<file path="src/rtl/park_pkg.sv">
// Shared types, sensor-line encodings and the state-to-a/b mapping for the
// parking-lot sensor-pair car emulator.
package park_pkg;

    typedef enum logic [2:0] {
        IDLE = 3'd0,
        P1   = 3'd1,
        P2   = 3'd2,
        P3   = 3'd3,
        R2   = 3'd4,
        R1   = 3'd5
    } gen_state_t;

    typedef enum logic {
        DIR_ENTER = 1'b0,
        DIR_EXIT  = 1'b1
    } dir_t;

    // Bit 1 is the outer sensor (a), bit 0 the inner sensor (b).
    localparam logic [1:0] AB_NONE = 2'b00;
    localparam logic [1:0] AB_OUT  = 2'b10;
    localparam logic [1:0] AB_BOTH = 2'b11;
    localparam logic [1:0] AB_IN   = 2'b01;

    function automatic logic [1:0] ab_of(input gen_state_t state, input dir_t dir);
        logic [1:0] first_s;
        logic [1:0] last_s;
        first_s = (dir == DIR_ENTER) ? AB_OUT : AB_IN;
        last_s  = (dir == DIR_ENTER) ? AB_IN  : AB_OUT;
        case (state)
            P1, R1:  ab_of = first_s;
            P2, R2:  ab_of = AB_BOTH;
            P3:      ab_of = last_s;
            default: ab_of = AB_NONE;
        endcase
    endfunction

endpackage

</file>
<file path="src/rtl/park_dwell_timer.sv">
// Loadable per-phase down-counter; expire is high during the last cycle of a phase.
module park_dwell_timer #(
    parameter int DWELL_W = 8
) (
    input  logic               clk,
    input  logic               reset,
    input  logic               load,
    input  logic [DWELL_W-1:0] value,
    output logic               expire
);

    logic [DWELL_W-1:0] cnt_r;

    // Count register: load wins, otherwise count down and rest at zero.
    always_ff @(posedge clk or negedge reset) begin
        if (!reset) begin
            cnt_r <= {DWELL_W{1'b0}};
        end else if (load) begin
            cnt_r <= value;
        end else if (cnt_r != {DWELL_W{1'b0}}) begin
            cnt_r <= cnt_r - DWELL_W'(1);
        end else begin
            cnt_r <= cnt_r;
        end
    end

    assign expire = (cnt_r == DWELL_W'(1));

endmodule

</file>
<file path="src/rtl/park_sensor_gen.sv">
// Car emulator driving the a/b sensor pair through enter/exit/back-out sequences.
// Optional statistics counters are enabled with the PARK_GEN_STATS_EN macro.
module park_sensor_gen
    import park_pkg::*;
#(
    parameter  int DWELL_W  = 8,
    parameter  int CAPACITY = 15,
    localparam int OCC_W    = $clog2(CAPACITY + 1)
) (
    input  logic               clk,
    input  logic               reset,
    input  logic               req_valid,
    input  logic               req_dir,
    input  logic [DWELL_W-1:0] req_dwell,
    output logic               req_ready,
    input  logic               abort,
    output logic               a,
    output logic               b,
    output logic               busy,
    output logic               done_enter,
    output logic               done_exit,
    output logic               aborted,
    output logic               err,
`ifdef PARK_GEN_STATS_EN
    output logic [15:0]        stat_enter,
    output logic [15:0]        stat_exit,
    output logic [15:0]        stat_abort,
`endif
    output logic [OCC_W-1:0]   occupancy
);

    gen_state_t         state_r, state_nx;
    dir_t               dir_r, dir_nx;
    logic [DWELL_W-1:0] dwell_r, dwell_nx, dwell_eff_s, load_val_s;
    logic               load_s, expire_s, accept_s, reject_s;
    logic               done_enter_s, done_exit_s, aborted_s, err_s;
    logic [OCC_W-1:0]   occ_r, occ_nx;
    logic [1:0]         ab_r;
    logic               req_ready_r, busy_r;
    logic               done_enter_r, done_exit_r, aborted_r, err_r;

    park_dwell_timer #(.DWELL_W(DWELL_W)) u_timer (
        .clk    (clk),
        .reset  (reset),
        .load   (load_s),
        .value  (load_val_s),
        .expire (expire_s)
    );

    assign dwell_eff_s = (req_dwell == {DWELL_W{1'b0}}) ? DWELL_W'(1) : req_dwell;
    assign accept_s    = req_valid & req_ready_r;
    assign reject_s    = (req_dir == DIR_EXIT) ? (occ_r == {OCC_W{1'b0}})
                                               : (occ_r == OCC_W'(CAPACITY));

    // Next-state, timer control, pulse and occupancy decode.
    always_comb begin
        state_nx     = state_r;
        dir_nx       = dir_r;
        dwell_nx     = dwell_r;
        load_s       = 1'b0;
        load_val_s   = dwell_r;
        done_enter_s = 1'b0;
        done_exit_s  = 1'b0;
        aborted_s    = 1'b0;
        err_s        = 1'b0;
        case (state_r)
            IDLE: begin
                if (accept_s && reject_s) begin
                    err_s = 1'b1;
                end else if (accept_s) begin
                    state_nx   = P1;
                    dir_nx     = dir_t'(req_dir);
                    dwell_nx   = dwell_eff_s;
                    load_s     = 1'b1;
                    load_val_s = dwell_eff_s;
                end else begin
                    state_nx = IDLE;
                end
            end
            P1: begin
                if (abort) begin
                    state_nx  = IDLE;
                    aborted_s = 1'b1;
                end else if (expire_s) begin
                    state_nx = P2;
                    load_s   = 1'b1;
                end else begin
                    state_nx = P1;
                end
            end
            P2: begin
                if (abort) begin
                    state_nx = R1;
                    load_s   = 1'b1;
                end else if (expire_s) begin
                    state_nx = P3;
                    load_s   = 1'b1;
                end else begin
                    state_nx = P2;
                end
            end
            P3: begin
                // Abort takes priority over a completing dwell.
                if (abort) begin
                    state_nx = R2;
                    load_s   = 1'b1;
                end else if (expire_s) begin
                    state_nx     = IDLE;
                    done_enter_s = (dir_r == DIR_ENTER);
                    done_exit_s  = (dir_r == DIR_EXIT);
                end else begin
                    state_nx = P3;
                end
            end
            R2: begin
                if (expire_s) begin
                    state_nx = R1;
                    load_s   = 1'b1;
                end else begin
                    state_nx = R2;
                end
            end
            R1: begin
                if (expire_s) begin
                    state_nx  = IDLE;
                    aborted_s = 1'b1;
                end else begin
                    state_nx = R1;
                end
            end
            default: begin
                state_nx = IDLE;
            end
        endcase

        if (done_enter_s) begin
            occ_nx = occ_r + OCC_W'(1);
        end else if (done_exit_s) begin
            occ_nx = occ_r - OCC_W'(1);
        end else begin
            occ_nx = occ_r;
        end
    end

    // State and registered outputs, all derived from the next state.
    always_ff @(posedge clk or negedge reset) begin
        if (!reset) begin
            state_r      <= IDLE;
            dir_r        <= DIR_ENTER;
            dwell_r      <= {DWELL_W{1'b0}};
            occ_r        <= {OCC_W{1'b0}};
            ab_r         <= AB_NONE;
            req_ready_r  <= 1'b0;
            busy_r       <= 1'b0;
            done_enter_r <= 1'b0;
            done_exit_r  <= 1'b0;
            aborted_r    <= 1'b0;
            err_r        <= 1'b0;
        end else begin
            state_r      <= state_nx;
            dir_r        <= dir_nx;
            dwell_r      <= dwell_nx;
            occ_r        <= occ_nx;
            ab_r         <= ab_of(state_nx, dir_nx);
            req_ready_r  <= (state_nx == IDLE);
            busy_r       <= (state_nx != IDLE);
            done_enter_r <= done_enter_s;
            done_exit_r  <= done_exit_s;
            aborted_r    <= aborted_s;
            err_r        <= err_s;
        end
    end

`ifdef PARK_GEN_STATS_EN
    logic [15:0] stat_enter_r, stat_exit_r, stat_abort_r;

    // Saturating event counters; rejected requests are not counted.
    always_ff @(posedge clk or negedge reset) begin
        if (!reset) begin
            stat_enter_r <= 16'd0;
            stat_exit_r  <= 16'd0;
            stat_abort_r <= 16'd0;
        end else begin
            stat_enter_r <= (done_enter_s && stat_enter_r != 16'hFFFF) ? stat_enter_r + 16'd1 : stat_enter_r;
            stat_exit_r  <= (done_exit_s  && stat_exit_r  != 16'hFFFF) ? stat_exit_r  + 16'd1 : stat_exit_r;
            stat_abort_r <= (aborted_s    && stat_abort_r != 16'hFFFF) ? stat_abort_r + 16'd1 : stat_abort_r;
        end
    end

    assign stat_enter = stat_enter_r;
    assign stat_exit  = stat_exit_r;
    assign stat_abort = stat_abort_r;
`endif

    assign req_ready  = req_ready_r;
    assign a          = ab_r[1];
    assign b          = ab_r[0];
    assign busy       = busy_r;
    assign done_enter = done_enter_r;
    assign done_exit  = done_exit_r;
    assign aborted    = aborted_r;
    assign err        = err_r;
    assign occupancy  = occ_r;

endmodule

</file>
<file path="config.mk">
export PLATFORM = sky130hd
export DESIGN_NAME = park_sensor_gen
export DESIGN_NICKNAME = d
export VERILOG_FILES = /design/src/rtl/park_pkg.sv /design/src/rtl/park_dwell_timer.sv /design/src/rtl/park_sensor_gen.sv
export SDC_FILE = /design/constraint.sdc
export NUM_CORES = 1
export LEC_CHECK = 0
export CAP_MARGIN = 20
export CORE_MARGIN = 1
export CORE_UTILIZATION = 67
export CTS_CLUSTER_DIAMETER = 60
export DETAILED_ROUTE_END_ITERATION = 10
export DONT_BUFFER_PORTS = 1
export GPL_ROUTABILITY_DRIVEN = 0
export PLACE_DENSITY = 0.83
export SLEW_MARGIN = 30
export SYNTH_ARGS = -nofsm -noshare
export SYNTH_HDL_FRONTEND = slang
export SYNTH_HIERARCHICAL = 1
export SYNTH_SLANG_ARGS = --single-unit
</file>
<file path="constraint.sdc">
create_clock -name clk -period 8 [get_ports clk]
set_clock_uncertainty 0.05 [all_clocks]
set_input_delay 2 -clock clk [delete_from_list [all_inputs] [get_ports clk]]
set_output_delay 2 -clock clk [all_outputs]
set_load 0.05 [all_outputs]
</file>
Yosys cells after proc, flatten, opt, wreduce, memory -nomap -nowiden
Index checks and enable logic that the tools add are counted.
{ "totals": {"word_cells": 82, "out_inout_bits": 12, "ff_bits": 32} }
{ "op_classes": {"muxes": 42, "addsub": 3, "n_eq_ne": 12, "bitwise": 2, "n_reduce_logical": 11} }
{ "op_table": {"columns": ["operator", "count"], "rows": [
  ["$mux 8", 6],
  ["$mux 1", 21],
  ["$pmux 3 s6", 1],
  ["$eq 3x2->1 const B", 4],
  ["$eq 3x3->1 const B", 4],
  ["$mux 3", 4],
  ["$mux 2", 5],
  ["$eq 8x1->1 const B", 1],
  ["$logic_not 8->1", 1],
  ["$mux 4", 2],
  ["$reduce_bool 8->1", 1],
  ["$sub 8x1->8 const B", 1],
  ["$eq 3x1->1 const B", 2],
  ["$logic_not 3->1", 2],
  ["$pmux 2 s3", 1],
  ["$pmux 1 s5", 1],
  ["$add 4x1->4 const B", 1],
  ["$eq 4x4->1 const B", 1],
  ["$logic_not 4->1", 1],
  ["$reduce_bool 2->1", 2],
  ["$reduce_or 2->1", 2],
  ["$sub 4x1->4 const B", 1],
  ["$reduce_bool 3->1", 1],
  ["$pmux 1 s2", 1],
  ["other kinds (3)", 3]
]} }

Logic depth before layout (Yosys ltp)
Gate-level depths: netlist of the first run.
{ "depth": {"depth_word": 8, "depth_mapped": 13, "depth_no_buf": 11} }

Hierarchy
The synthesis of the first run kept the hierarchy.
{ "modules_own_cells": {"columns": ["module", "cells_each", "area_per_inst_um2", "n_inst"], "rows": [
  ["park_sensor_gen", 113, 1276.2, 1],
  ["park_dwell_timer", 61, 540.5, 1]
]} }

Worst setup path before layout of the first run
No wires, ideal clock.
{ "synth_path": {"path_type": "input-to-reg", "start": "input abort", "end": "register occ_r[3] (netlist: occupancy[3])", "path_stages": 8, "arrival_ns": 3.501, "slack_ns": 4.304, "t_required_ns": 7.804, "path_cell_list": "clkbuf_1 > nor3_1 > nand2_1 > ha_1 > a21o_1 > a21oi_1 > mux2_2 > xor2_1"} }
{ "synth_between": {"elab_chain_cells": 3, "word_cells_on_any_way": 6, "classes_between": "mux (5); reduce/logical (1)"} }
{ "synth_lines": {"columns": ["element", "line", "text"], "rows": [
  ["start, declared", "park_sensor_gen.sv:16", "input logic abort,"],
  ["$mux 1", "park_sensor_gen.sv:104", "if (abort) begin"],
  ["$mux 1", "park_sensor_gen.sv:66", "case (state_r)"],
  ["$mux 4 or $reduce_bool 2->1 (tied branches)", null, null],
  ["end signal, assigned", "park_sensor_gen.sv:151", "occ_r <= {OCC_W{1'b0}};"],
  ["end signal, assigned", "park_sensor_gen.sv:163", "occ_r <= occ_nx;"],
  ["end, declared", "park_sensor_gen.sv:37", "logic [OCC_W-1:0] occ_r, occ_nx;"]
]} }
Several ways; a longest one is shown, not always the timed one.
A chain may end at the register's enable or synchronous reset.

Worst setup path after layout of the first run
Same ends and word-level chain as after synthesis.

==> results of run 1 <==
layout by cell type (no fill, tap or decap), drive strengths merged, types with 2 or more instances in the layout:
cell type and n:
ha 5, nor2 7, nor3 6, a21oi 9, xor2 2, o31ai 4
dfrtp 32, nor2b 3, o311ai 3, or4 2, a31oi 5, a21boi 2
or3 2, buf 2, nor4b 2, nand2b 3, nor4 4, nor3b 2
o21ai 9, mux2 10, and3 2, o221ai 3, xnor2 5, nand2 10
clkbuf 8, inv 12, a21o 3, a221oi 2
metrics by stage:
step	power, W	utilization, %	cells
after floorplan	0.000494	-	174
after detailed placement	0.000530	71.8	196
after global placement	0.000516	71.8	196
after global routing	0.000665	74.2	204
final	0.000623	74.2	204
after CTS	0.000625	74.2	204
final timing paths:
path,start,end,slack (ns),cells after the start
worst max-delay path,abort,occupancy[3],4.70,7
worst min-delay path,dwell_r[6],dwell_r[6],0.45,1
worst max register to register,u_timer/cnt_r[4],occupancy[3],4.94,10
worst min register to register,dwell_r[6],dwell_r[6],0.45,1
max in group asynchronous,reset,dwell_r[2],6.51,0
min in group asynchronous,reset,dwell_r[4],1.30,0
cell usage after synthesis (2+ instances only):
cell type	instances	share of area, %
a21o_1	3	1.2
a21oi_1	9	2.5
a221oi_1	2	0.96
a31oi_1	5	1.7
and3_1	2	0.69
buf_2	4	1.1
buf_6	2	1.2
clkbuf_1	4	0.83
dfrtp_1	32	44
ha_1	5	3.4
inv_1	11	2.3
mux2_1	3	1.9
mux2_2	3	1.9
mux2_4	4	3.3
nand2_1	9	1.9
nand2b_1	3	1.0
nor2_1	7	1.4
nor2b_1	3	1.0
nor3_1	6	1.7
nor3b_1	2	0.83
nor4_1	3	1.0
o21ai_0	7	1.9
o21ai_1	2	0.55
o221ai_1	3	1.4
o311ai_0	2	0.96
o31ai_1	4	1.7
or3_1	2	0.69
xnor2_1	5	2.4
xor2_1	2	0.96
power by group through the flow:
stage / sequential, W / combinational [W] / clock, W
after floorplan: 0.000303 / 0.000191 / 0
after detailed placement: 0.000329 / 0.000201 / 0
final: 0.000328 / 0.000201 / 0.0000942
after CTS: 0.000326 / 0.000201 / 0.0000975
after global routing: 0.000338 / 0.000223 / 0.000104
after global placement: 0.000326 / 0.000191 / 0
flip-flops by register name, summed over array words and instances, names as in the netlist:
name / flops
u_timer/cnt_r: 8
ab_r: 2
done_enter: 1
aborted: 1
err: 1
done_exit: 1
state_r: 3
busy: 1
dwell_r: 8
dir_r: 1
occupancy: 4
req_ready: 1
critical path, cell delays in order:
cell	delay [ns]
nor3_1	0.13
nand2_1	0.17
ha_1	0.30
a21o_1	0.17
a21oi_1	0.17
mux2_2	0.36
xor2_1	0.14
metal layers:
metal | track usage, % | vias to the layer above | routed length [um] | share of wire [%]
met5 | 0 | - | 0 | 0
met4 | 9.83 | 0 | 55 | 1.7
met3 | 7.63 | 8 | 182 | 5.5
met2 | 43.4 | 43 | 1640 | 50
met1 | 32.4 | 641 | 1420 | 43
li1 | - | 634 | - | -
kinds of logic (layout without fill, tap and decap cells):
kind of cell / after synthesis / count (layout) / share of synthesized area, %
AND/OR/NAND/NOR: 51 / 51 / 17.6
adder cells (fa/ha/maj): 6 / 6 / 4.55
buffers and inverters: 22 / 22 / 5.65
XOR/XNOR: 7 / 7 / 3.37
flip-flops: 32 / 32 / 44.1
AO/OA/AOI/OAI: 45 / 45 / 16.5
multiplexers: 11 / 11 / 8.26
final cells by class:
| cell class | instances | area, um2 | area share, % |
|---|---|---|---|
| Multi-Input combinational cell | 120 | 913 | 48.8 |
| Sequential cell | 32 | 801 | 42.8 |
| Clock buffer | 8 | 58.8 | 3.14 |
| Inverter | 12 | 45.0 | 2.41 |
| Tap cell | 30 | 37.5 | 2.01 |
| Timing Repair Buffer | 2 | 15.0 | 0.803 |
==> metrics.md, run 1 <==
| Metric | Value |
|---|---|
| Largest net degree at the start of global routing | `33` |
| Final Cycle Share | `between 40 and 50%` |
| Antenna diode count | `0` |
| Clock-pin slew on the worst setup and hold paths | `roughly 0.09 ns` |
| EDFF count, synth | `0` |
| Post-synth ARST share | `100%` |
| Post-synthesis cell area | `roughly 0.0018 mm2` |
| First-pass GRT wire length | `between 5 and 6 mm` |
| Post-CTS setup buffers | `0` |
| RSZ-0062 raised after global routing | `no` |
| Mean area per synthesized cell | `10.4 um2` |
| Drt first-iter violations | `21` |
| Die X | `54.1 um` |
| Htree depth | `2` |
| Clock network power share | `15.1%` |
| Design Area, Final | `0.00187 mm2` |
| Area Growth Syn to Fin | `2.96%` |
| Worst-path fanout max | `11` |
| Synth Warn # | `6` |
| Post-cts sizing count | `0` |
| Final hold vios | `0` |
| Switching power | `0.000257 W` |
| Worst setup SP type | `primary input` |
| NumNets Final | `approximately 190` |
| Setup crit end kind | `register` |
| Post-route DRC violation count | `0` |
| Num CTS Buffers | `5` |
| Max Fclk | `303 MHz` |
| Rows | `18` |
| Data required time at the worst endpoint | `8.14 ns` |
| Total wire length | `3.30 mm` |
| DRT Pass-1 Iters | `4` |
| Initial core utilization | `~72%` |
| Worst IR Drop VDD | `between 0.0002 and 0.0003 V` |
| Vias in the first global route | `1179` |
| Final setup viols | `0` |
| Cts-stage hold buffer count | `0` |
| Overall routing resource usage | `26.3%` |
| HPWL after DPL | `2.40 mm` |
| Via count | `around 1300` |
| Skew-Pair Late Insertion Delay | `0.33 ns` |
| Post-route setup TNS | `0 ns` |
| Layout cell share with drive strength beyond 1 | `between 10% and 20%` |
| Die ar. | `a little under 0.003 mm2` |
| Post-synthesis cell count | `174` |
| #FFs+latches synth | `32` |
| Filler Cell Count | `approximately 180` |
| Syn_nets | `~190` |
| Combinational Power Share | `roughly a third` |
| Critical path type | `in2reg` |
| Worst Max-Slew Pin Slew | `between 0.6 and 0.7 ns` |
| Hold slack | `0.453 ns` |
| Synth unique cells | `54` |
| Maximum root-to-sink buffer count | `2` |
| Cell Int Power | `0.000366 W` |
| DR vias/cell | `approximately 6.5` |
| Dpl ws | `between 4 and 5 ns` |
| Total of max-cap violations | `0` |
| Min setup slack post-route | `roughly 4.7 ns` |
| Sequential area share after synthesis | `about 44%` |
| Routed len/inst | `16.2 um` |
| Antenna Nets Post-Route | `0` |
| Worst EP arrival | `3.45 ns` |
| Max_slew headroom | `55.1%` |
| Placed inst area | `between 0.0015 and 0.002 mm2` |
| CTS tree | `done` |
| Clk sink count | `32` |
| CTS Root Cell | `clkbuf_4` |
| Core ar. | `approximately 0.0025 mm2` |
| Initial antenna violation count | `0` |
| Total grt overflow | `0` |
| Leak | `about 0.84 nW` |
| Sw Share | `41.2%` |
| Seq pwr share | `a little over half` |
| Status | `completed` |
| Cell area power density | `333 mW/mm2` |
| Main flop type after synthesis | `dfrtp_1` |
| Minimum clock period | `between 3 and 4 ns` |
| Die Span Y | `roughly 54 um` |
| Final Slew Violations | `0` |
| Ports | `25` |
| PortBufs | `0` |
| Worst Hold Class | `reg2reg` |
Note: power is estimated with default switching activity, not from simulation.
==> run 2, diff against run 1 <==
CORE_UTILIZATION = 62   (was 67)
PLACE_DENSITY = 0.78   (was 0.83)
clock period = 3.2 ns   (was 8 ns; I/O delays follow)
==> metrics.md, run 2 (synthesis gave the netlist of run 1 again) <==
| Metric | Value |
|---|---|
| Status | `completed` |
| Layout cell share with drive strength beyond 1 | `14.4% (+2.3 points)` |
| Die X | `56.1 um (+3.8%)` |
| CTS tree | `done` |
| Most frequent cells in the layout | `dfrtp_1, inv_1, nand2_1, a21oi_1` |
| Num CTS Buffers | `5 (unchanged)` |
| DRT Pass-1 Iters | `5 (+1)` |
| FF-to-FF path depth | `10 (unchanged)` |
| Worst IR Drop VDD | `0.000793 V (+210%)` |
| Cell area power density | `865 mW/mm2 (+160%)` |
| Ports | `25 (unchanged)` |
| Data required time at the worst endpoint | `3.37 ns (-4.77 ns)` |
| HPWL after DPL | `2.53 mm (+5.4%)` |
| Total of max-cap violations | `0 (unchanged)` |
| Max_slew headroom | `55.0% (-0.15 points)` |
| Core ar. | `0.00276 mm2 (+9.3%)` |
| Final Cycle Share | `90.8%` |
| First-pass GRT wire length | `6.20 mm (+17%)` |
| Antenna Nets Post-Route | `0 (unchanged)` |
| Worst EP arrival | `3.07 ns (-0.38 ns)` |
| Vias in the first global route | `1361 (+15%)` |
| Via count | `1318 (-0.60%)` |
| CP cell instances | `or3_4, nor4_2, buf_4, and3_1, nand2_1, ha_1, a21o_1, a21oi_1, mux2_2, xor2_1` |
| R2R Setup Slk | `0.30 ns (-4.64 ns)` |
| Die Span Y | `56.1 um (+3.8%)` |
| Post-cts sizing count | `0 (unchanged)` |
| NumNets Final | `192 (unchanged)` |
| Overall routing resource usage | `25.9% (-0.40 points)` |
| Initial core utilization | `65.9% (-6.1 points)` |
| Clk sink count | `32 (unchanged)` |
| Rows | `19 (+1)` |
| Max Fclk | `roughly 340 MHz` |
| Setup crit end kind | `register` |
| Final Slew Violations | `0 (unchanged)` |
| Post-CTS setup buffers | `0 (unchanged)` |
| Largest stage delay, worst path | `0.44 ns (+0.08 ns)` |
| Htree depth | `2 (unchanged)` |
| Worst-path fanout max | `12 (+1)` |
| FF-to-FF Start | `u_timer/cnt_r[6]` |
| Maximum root-to-sink buffer count | `2 (unchanged)` |
| Reg2Reg Capture Point | `occupancy[3]` |
| Total wire length | `3.45 mm (+4.6%)` |
| Critical path type | `reg2reg` |
| Skew-Pair Late Insertion Delay | `0.34 ns (about the same)` |
| Post-route DRC violation count | `0 (unchanged)` |
| Worst Max-Slew Pin Slew | `0.675 ns (+0.00222 ns)` |
| Filler Cell Count | `209 (+19%)` |
| Storage element area | `801 um2 (unchanged)` |
| Final setup viols | `0 (unchanged)` |
| Final hold vios | `0 (unchanged)` |
| CTS Root Cell | `clkbuf_4` |
| Cts-stage hold buffer count | `0 (unchanged)` |
| Routed len/inst | `16.8 um (+4.1%)` |
| Worst Hold Class | `in2async` |
| PortBufs | `0 (unchanged)` |
| Finished Core Util | `69.1% (-5.1 points)` |
| Dpl ws | `0.178 ns (-4.19 ns)` |
| Total grt overflow | `0 (unchanged)` |
| Commonest non-fill, non-tap cell in the layout | `dfrtp_1` |
| Critical path's slowest cell | `or3_4` |
| Drt first-iter violations | `39 (+86%)` |
| RSZ-0062 raised after global routing | `no` |
| Antenna diode count | `0 (unchanged)` |
| Initial antenna violation count | `0 (unchanged)` |
| Leak | `0.850 nW (+1.2%)` |
| Post-route setup TNS | `0 ns (unchanged)` |
| Worst setup SP type | `register` |
| DR vias/cell | `6.43 (-1.1%)` |
| Clock-pin slew on the worst setup and hold paths | `0.11 ns (+0.02 ns)` |
| Area Growth Syn to Fin | `4.82%` |
| Min setup slack post-route | `0.295 ns (-4.40 ns)` |
| Minimum clock period | `a little under 3 ns` |
| Die ar. | `0.00315 mm2 (+7.8%)` |
| Largest net degree at the start of global routing | `33 (unchanged)` |
| Multi-input logic area | `925 um2 (+1.2%)` |
## run 2: per-layer routing
| metal | vias to the layer above | part of all wire, % | track usage, % |
|---|---|---|---|
| met5 | - | 0 | 0 |
| met4 | 0 | 1.8 | 9.76 |
| met3 | 8 | 4.2 | 8.60 |
| met2 | 31 | 52 | 44.0 |
| met1 | 640 | 42 | 30.3 |
| li1 | 639 | - | - |
## run 2: worst max-delay path: cells and delay by family (launching register included)
kind / cells / cell delay, ns
AND/OR/NAND/NOR: 4 / 1.01
flip-flops: 1 / 0.42
multiplexers: 1 / 0.35
AO/OA/AOI/OAI: 2 / 0.31
adder cells (fa/ha/maj): 1 / 0.30
buffers and inverters: 1 / 0.21
XOR/XNOR: 1 / 0.14
## run 2: final cells by class
class                      count  share of cell area, %
tap                           31                   2.04
multi-input combinational    120                   48.6
clock buffer                   5                   1.97
inverter                      12                   2.37
sequential                    32                   42.0
timing repair buffer           2                  0.788
clock inverter                 3                   2.23
## run 2: how the worst max path moves through the flow
| stage | cells after the start | endpoint | startpoint |
|---|---|---|---|
| global route | 10 | occupancy[3] | u_timer/cnt_r[4] |
| global placement | 10 | occupancy[3] | u_timer/cnt_r[6] |
| CTS | 10 | occupancy[3] | u_timer/cnt_r[6] |
| detailed placement | 10 | occupancy[3] | u_timer/cnt_r[6] |
| floorplan | 11 | u_timer/cnt_r[5] | u_timer/cnt_r[6] |
| finish | 10 | occupancy[3] | u_timer/cnt_r[6] |
## run 2: through the flow
stage	hold slack (ns)	power (W)	cell area, um2	instances
6_report	0.0845	0.00165	1900	205
5_1_grt	0.0578	0.00176	1900	205
4_1_cts	0.0685	0.00164	1890	205
3_5_place_dp	0.431	0.00133	1810	197
3_3_place_gp	0.429	0.00130	1810	197
2_1_floorplan	0.411	0.00124	1820	174
## run 2: report_power, final
| group | switching [W] | internal [W] | total [W] |
|---|---|---|---|
| clock network | 0.000141 | 0.000163 | 0.000303 |
| registers | 0.000272 | 0.000553 | 0.000825 |
| logic | 0.000257 | 0.000262 | 0.000520 |
